--- config.mk ---
export PLATFORM = sky130hd
export DESIGN_NAME = stage_sequencer
export DESIGN_NICKNAME = d
export VERILOG_FILES = /design/src/rtl/stage_sequencer.sv
export SDC_FILE = /design/constraint.sdc
export NUM_CORES = 1
export LEC_CHECK = 0
export ABC_AREA = 1
export BUFFER_PORTS_ARGS = -buffer_cell sky130_fd_sc_hd__buf_2
export CAP_MARGIN = 20
export CORE_ASPECT_RATIO = 1.4
export CORE_UTILIZATION = 58
export CTS_CLUSTER_SIZE = 28
export DETAILED_ROUTE_END_ITERATION = 8
export PLACE_DENSITY = 0.93
export SKIP_CTS_REPAIR_TIMING = 1
export SYNTH_ARGS = -nofsm -noshare
export SYNTH_HDL_FRONTEND = slang
export SYNTH_SLANG_ARGS = --single-unit
export TNS_END_PERCENT = 5
--- constraint.sdc ---
create_clock -name Clock -period 3.46 [get_ports Clock]
set_clock_uncertainty 0.1 [all_clocks]
set_input_delay 0 -clock Clock [delete_from_list [all_inputs] [get_ports Clock]]
set_output_delay 0 -clock Clock [all_outputs]
set_load 0.02 [all_outputs]
--- src/rtl/stage_sequencer.sv ---
// Purpose: five-stage instruction sequencer with prime cycle, single-step, halt and Stage-4 RAM-write wait.
// Latency: one stage per clock; Stage 4 may stretch up to WAIT_MAX+1 cycles waiting on Mem_Ready.
// Backpressure: Mem_Ready stalls Stage 4 for writing instructions only; Run/Step_Req gate entry to Fetch.
module stage_sequencer #(
    parameter logic [3:0] NOP_OPC  = 4'b0000,
    parameter logic [3:0] HALT_OPC = 4'b1111,
    parameter int         WAIT_MAX = 15
) (
    input  logic        Clock,
    input  logic        Reset_L,
    input  logic        Run,
    input  logic        Step_Mode,
    input  logic        Step_Req,
    input  logic [3:0]  Opcode,
    input  logic        WillWriteTo_Memory_H_RF_L,
    input  logic        Mem_Ready,
    output logic [2:0]  Stage,
    output logic        NOP_FLAG,
    output logic        Halted,
    output logic        Mem_Timeout,
    output logic [15:0] Instr_Count
);

    typedef enum logic [2:0] {
        S_IDLE   = 3'd0,
        S_FETCH  = 3'd1,
        S_DECODE = 3'd2,
        S_EXEC   = 3'd3,
        S_MEM    = 3'd4,
        S_WB     = 3'd5,
        S_PAUSED = 3'd6,
        S_HALTED = 3'd7
    } stage_t;

    localparam logic [3:0] WAIT_LIMIT = 4'(WAIT_MAX);

    stage_t     state;
    logic       primed;
    logic       halt_pend;
    logic [3:0] wait_cnt;

    // The stage code is the state register itself, so Stage is registered.
    assign Stage = state;

    // Sequencer state machine; every output is loaded here.
    always_ff @(posedge Clock or negedge Reset_L) begin
        if (!Reset_L) begin
            state       <= S_IDLE;
            primed      <= 1'b0;
            halt_pend   <= 1'b0;
            wait_cnt    <= 4'd0;
            NOP_FLAG    <= 1'b0;
            Halted      <= 1'b0;
            Mem_Timeout <= 1'b0;
            Instr_Count <= 16'd0;
        end else begin
            case (state)
                S_IDLE: begin
                    if (Run) begin
                        if (!primed) begin
                            // Prime cycle: a bubble Write Back that loads the first instruction.
                            state    <= S_WB;
                            NOP_FLAG <= 1'b1;
                        end else begin
                            state    <= S_FETCH;
                            NOP_FLAG <= 1'b0;
                        end
                    end
                end
                S_FETCH: begin
                    // Opcode is only ever looked at on this edge.
                    NOP_FLAG  <= (Opcode == NOP_OPC) || (Opcode == HALT_OPC);
                    halt_pend <= (Opcode == HALT_OPC);
                    state     <= S_DECODE;
                end
                S_DECODE: begin
                    state <= S_EXEC;
                end
                S_EXEC: begin
                    wait_cnt <= 4'd0;
                    state    <= S_MEM;
                end
                S_MEM: begin
                    if (!NOP_FLAG && WillWriteTo_Memory_H_RF_L && !Mem_Ready) begin
                        if (wait_cnt == WAIT_LIMIT) begin
                            // RAM never acknowledged: give up and flag it until reset.
                            Mem_Timeout <= 1'b1;
                            state       <= S_WB;
                        end else begin
                            wait_cnt <= wait_cnt + 4'd1;
                        end
                    end else begin
                        state <= S_WB;
                    end
                end
                S_WB: begin
                    NOP_FLAG <= 1'b0;
                    if (!primed) begin
                        // Leaving the prime cycle: not a real instruction, so no count.
                        primed <= 1'b1;
                        state  <= S_FETCH;
                    end else begin
                        Instr_Count <= Instr_Count + 16'd1;
                        if (halt_pend) begin
                            Halted <= 1'b1;
                            state  <= S_HALTED;
                        end else if (!Run) begin
                            state <= S_IDLE;
                        end else if (Step_Mode) begin
                            state <= S_PAUSED;
                        end else begin
                            state <= S_FETCH;
                        end
                    end
                end
                S_PAUSED: begin
                    if (!Run) begin
                        state <= S_IDLE;
                    end else if (!Step_Mode || Step_Req) begin
                        state <= S_FETCH;
                    end
                end
                S_HALTED: begin
                    // Only reset leaves this state.
                    state <= S_HALTED;
                end
                default: begin
                    state <= S_IDLE;
                end
            endcase
        end
    end

endmodule

After elaboration in Yosys (flattened, before gate mapping) --
Cells that the tools add are included.
Cells by class: add/sub/neg operators 2, eq/ne operators 14, multiplexer cells 17, reduce and logical (&&, ||, !) cells 17
Operators with widths (count):
- $mux 3 | 10
- $pmux 3 s8 | 1
- $add 16x1->16 const B | 1
- $eq 3x3->1 const B | 4
- $reduce_and 3->1 | 4
- $eq 4x4->1 const B | 2
- $mux 4 | 2
- $pmux 4 s2 | 1
- $eq 3x2->1 const B | 2
- $ne 2x2->1 const B | 3
- $ne 3x3->1 const B | 2
- $add 4x1->4 const B | 1
- $logic_not 4->1 | 1
- $reduce_and 2->1 | 2
- $eq 3x1->1 const B | 1
- $logic_not 1->1 | 3
- $logic_not 3->1 | 1
- $pmux 1 s3 | 1
- $reduce_bool 3->1 | 1
- $logic_and 1x1->1 | 2
- $logic_or 1x1->1 | 2
- $mux 1 | 2
- $reduce_bool 2->1 | 1
Word-level totals: flip-flop bits (word level) 28, bits of input ports 11, word-level logic and storage cells 58

Longest topological paths before layout --
depth in word-level cells 5, mapped depth 8, gate-level depth less buffers 8

Worst setup path before layout --
No wires, ideal clock.
path kind reg-to-reg, start register Instr_Count[0], end register Instr_Count[8], arrival 1291 ps, required time 3238 ps, setup slack 1947 ps, cell stages (with the launch flop) 8, clock period less this slack 1513 ps, cell sequence dfrtp_1 ha_1 inv_1 nor2_1 nand2_1 xor2_1 nand2_1 o21ai_1
On the way: word-level cells in the longest chain between the ends 1
RTL lines:
- start, declared | line 21 | output logic [15:0] Instr_Count
- start signal, assigned | line 103 | Instr_Count <= Instr_Count + 16'd1;
- $add 16x1->16 | line 103
Every way passes these cells. A chain may end at the register's enable or synchronous reset.

Worst setup path after layout --
start input Opcode[0], end register NOP_FLAG
On the way: word-level cells in the longest chain between the ends 3, elaborated cells between the ends (all ways) 4
RTL lines:
- start, declared | line 14 | input logic [3:0] Opcode,
- $eq 4x4->1 / $logic_not 4->1 (equally long branches) | line 72 | NOP_FLAG <= (Opcode == NOP_OPC) || (Opcode == HALT_OPC);
- $logic_or 1x1->1 (*) | line 72
- $pmux 1 s3 (*) | line 57 | case (state)
- end signal, assigned | line 72
- end, declared | line 18 | output logic NOP_FLAG,
Mark *: on every way between the ends. The rest lies on a longest branch, timed or not.

==> results.md <==
- Status: finished with violations
- Failing checks: negative hold slack
- CP Cell Sequence: dlygate4sd3_1 > buf_2 > nor2_1 > nand2_1 > o21ai_0 > dlygate4sd3_1 > nand2_1 > a21oi_1 > dlygate4sd3_1
- Syn_area_per_cell: 7.65 sq um
- Sw Pwr: 0.000500 W
- Hold Slack: -0.0201 ns
- Clock Tree Buf Depth: 2
- Min-Delay Path Class: input pin to flip-flop
- Peak Freq: 0.475 GHz
- Syn Nets: 231
- WP buf/inv: 4
- Area of the multi-input gates: 858 sq um
- Yosys cell types: 33
- Worst-Margin Slew: 0.626 ns
- Post-synth EDFFs: 0
- Area contributors post-synth: dfrtp_1 (42%), nand2_1 (14%), nor2_1 (6.5%), inv_1 (4.7%), nand3_1 (3.3%)
- Vias: 1570
- Number of global-route vias before repair: 1432
- Post-synth top area share: 42.0%
- Routed Antenna Nets: 0
- MaxCap Viol Count: 0
- Crit path max fanout: 2
- # IOs: 33
- Post-synthesis xor/xnor area fraction: 4.20%
- # diodes: 0
- Main combinational cell family by area after synthesis: simple AND/OR/NAND/NOR gates
- Crit path capture type: flip-flop
- Layout cells sized above 1: 21.1%
- Clk_lat worst skew: 0.33 ns
- Sequential fraction of the synthesis area: 42.0%
- Num rows: 22
- Global-route met2 utilization: 46.9%
- Clk network pwr share: 13.9%
- Most frequent CP cell: dlygate4sd3_1
- Crit path max-delay family: buffers and inverters
- Clk slew on worst S/H paths: 0.14 ns
- DRC errors left: 0
- CP max stage delay: 0.56 ns
- Tot Pwr: 0.00114 W
- FF/Latch Area: 701 sq um
- Die Height: 65.5 um
- Critical path type: input pin to flip-flop
- Share of total power in combinational logic: 44.0%
- Gr busiest metal: met2
- Synth top cells by count: nand2_1 (64), nor2_1 (29), dfrtp_1 (28)
- Core Area: 2670 sq um
- Total Negative Setup Slacks: 0 ns
- Fin. max-slew vios: 0
- Synth Area in Compound Gates: 9.38%
- Total GRT Usage: 25.9%
- Initial core utilization: 62.5%
- Antenna violations before repair: 0
- Critical R2R Launch: Stage[2]
- Final nets: 275
- Post-Synth Simple-Gate Area: 35.2%
- Clk root buf: clkbuf_4
- Leak: 1.03 nW
- Period utilisation layout: 60.8%
- HP Start: Step_Mode
- Post-synthesis async set-or-reset flop share: 100%
- Reg power frac: 42.1%
- Critical path launch point type: input pin
- Routability congestion estimate: 0.813
- Met1 usage: 28.5%
- Chip Width: 47.3 um
- CP max-delay cell: dlygate4sd3_1
- Pwr/cell area: 574 nW/um^2
- Initial drt markers: 46
- Syn. warnings: 0
- Worst Setup SP: Opcode[0]
- # clock sinks: 28
- Die ar.: 3100 sq um
- RSZ-0062 raised after global routing: false
- Cells after Synth: 218
- Cell with the most instances after synthesis: nand2_1
- Final WL: 3670 um
- #FFs+latches synth: 28
- M3 GR Usage: 3.85%
- Sw Ratio: 44.1%
- Post-Synth Adder-Cell Area: 1.50%
- Pre-antenna DRT Iters: 4
- First-pass GRT wire length: 5710 um
- Port bufs: 32
- Largest net degree at the start of global routing: 29
- Multiplexer share of the synthesized area: 1.20%
- Slew HR: 58.3%
- Grt ovf: 0
- Number of setup violations in the final report: 0
- Mapped Area: 1670 sq um
- Filler cell count: 208
- Fin. Hold Viols: 2
- Arr. time, crit path: 2.28 ns
- Area delta synth->final: 18.8%
- Peak VDD IR: 0.000394 V
- Synth Flop Type: dfrtp_1
- Cell taking the most area after synthesis: dfrtp_1
- Total CTS buffers: 3
- Vias per Instance: 5.29
- Dpl hpwl: 2730 um
- Int Power: 0.000636 W
- Tmin final: 2.10 ns
- Htree depth: 1
- Required time of the critical path: 3.63 ns
- Routed length per instance: 12.3 um
- CTS tree: done
==> final timing paths <==
path,end,slack [ns],cells after the start
worst max-delay path,NOP_FLAG,1.36,9
worst min-delay path,Stage[0],-0.02,4
worst min register to register,Mem_Timeout,0.38,1
worst max register to register,NOP_FLAG,1.50,5
min in group asynchronous,halt_pend,0.10,2
max in group asynchronous,Stage[2],2.76,2
==> logic make-up (layout without fill, tap and decap cells) <==
logic type                 Yosys count  after routing
AOI/OAI and AO/OA                   25             25
xor gates and xnor gates             8              8
adders and majority gates            2              2
buffers and inverters               26             69
DFF                                 28             28
muxes                                2              2
and+or+nand+nor                    127            127
==> cell usage in the layout (no fill, tap or decap), types with 5 or more instances in the layout <==
cell type and n:
xor2_1 6, dfrtp_1 28, nand2_2 5, o21ai_0 8
buf_2 32, nand2_1 64, dlygate4sd3_1 9, inv_1 21
o21ai_1 6, nand4_1 7, nand3_1 11, nor2_1 29
==> sequential cells by signal (all words and copies together) (netlist names) <==
name and flops:
halt_pend 1, Instr_Count 16, wait_cnt 4, Stage 3
Halted 1, NOP_FLAG 1, primed 1, Mem_Timeout 1
==> cell type report <==
type                            count  area share (%)
Timing Repair Buffer               41            12.6
Tap cell                           36            2.27
Inverter                           24            4.55
Sequential cell                    28            35.4
Clock buffer                        4            1.83
Multi-Input combinational cell    164            43.3
==> stage by stage <==
step / util (%) / instances / instance area (sq um) / setup slack, ns
floorplan: - / 218 / 1670 / 1.95
CTS: 70.8 / 288 / 1890 / 1.95
finish: 74.2 / 297 / 1980 / 1.36
global route: 74.2 / 297 / 1980 / 1.23
global placement: 69.4 / 284 / 1850 / 2.02
detailed placement: 69.4 / 284 / 1850 / 1.97
==> tightest hold or removal path: cells and delay by family <==
family | cells | cell delay, ns
AOI/OAI and AO/OA | 2 | 0.23
buffers and inverters | 1 | 0.10
and+or+nand+nor | 1 | 0.05
==> power by group through the flow <==
| stage | clock network (W) | logic [W] | registers [W] |
|---|---|---|---|
| finish | 0.000158 | 0.000499 | 0.000479 |
| global route | 0.000173 | 0.000564 | 0.000490 |
| CTS | 0.000162 | 0.000469 | 0.000477 |
| detailed placement | 0 | 0.000467 | 0.000485 |
| global placement | 0 | 0.000451 | 0.000479 |
| floorplan | 0 | 0.000313 | 0.000517 |
==> routing by layer <==
layer  share of wire, %  wire (um)  vias up
li1                   -          -      787
met1                 39       1430      717
met2                 54       1970       53
met3                4.5        165       13
met4                2.8        104        0
met5                  0          0        -
(Power assumes the default switching activity.)
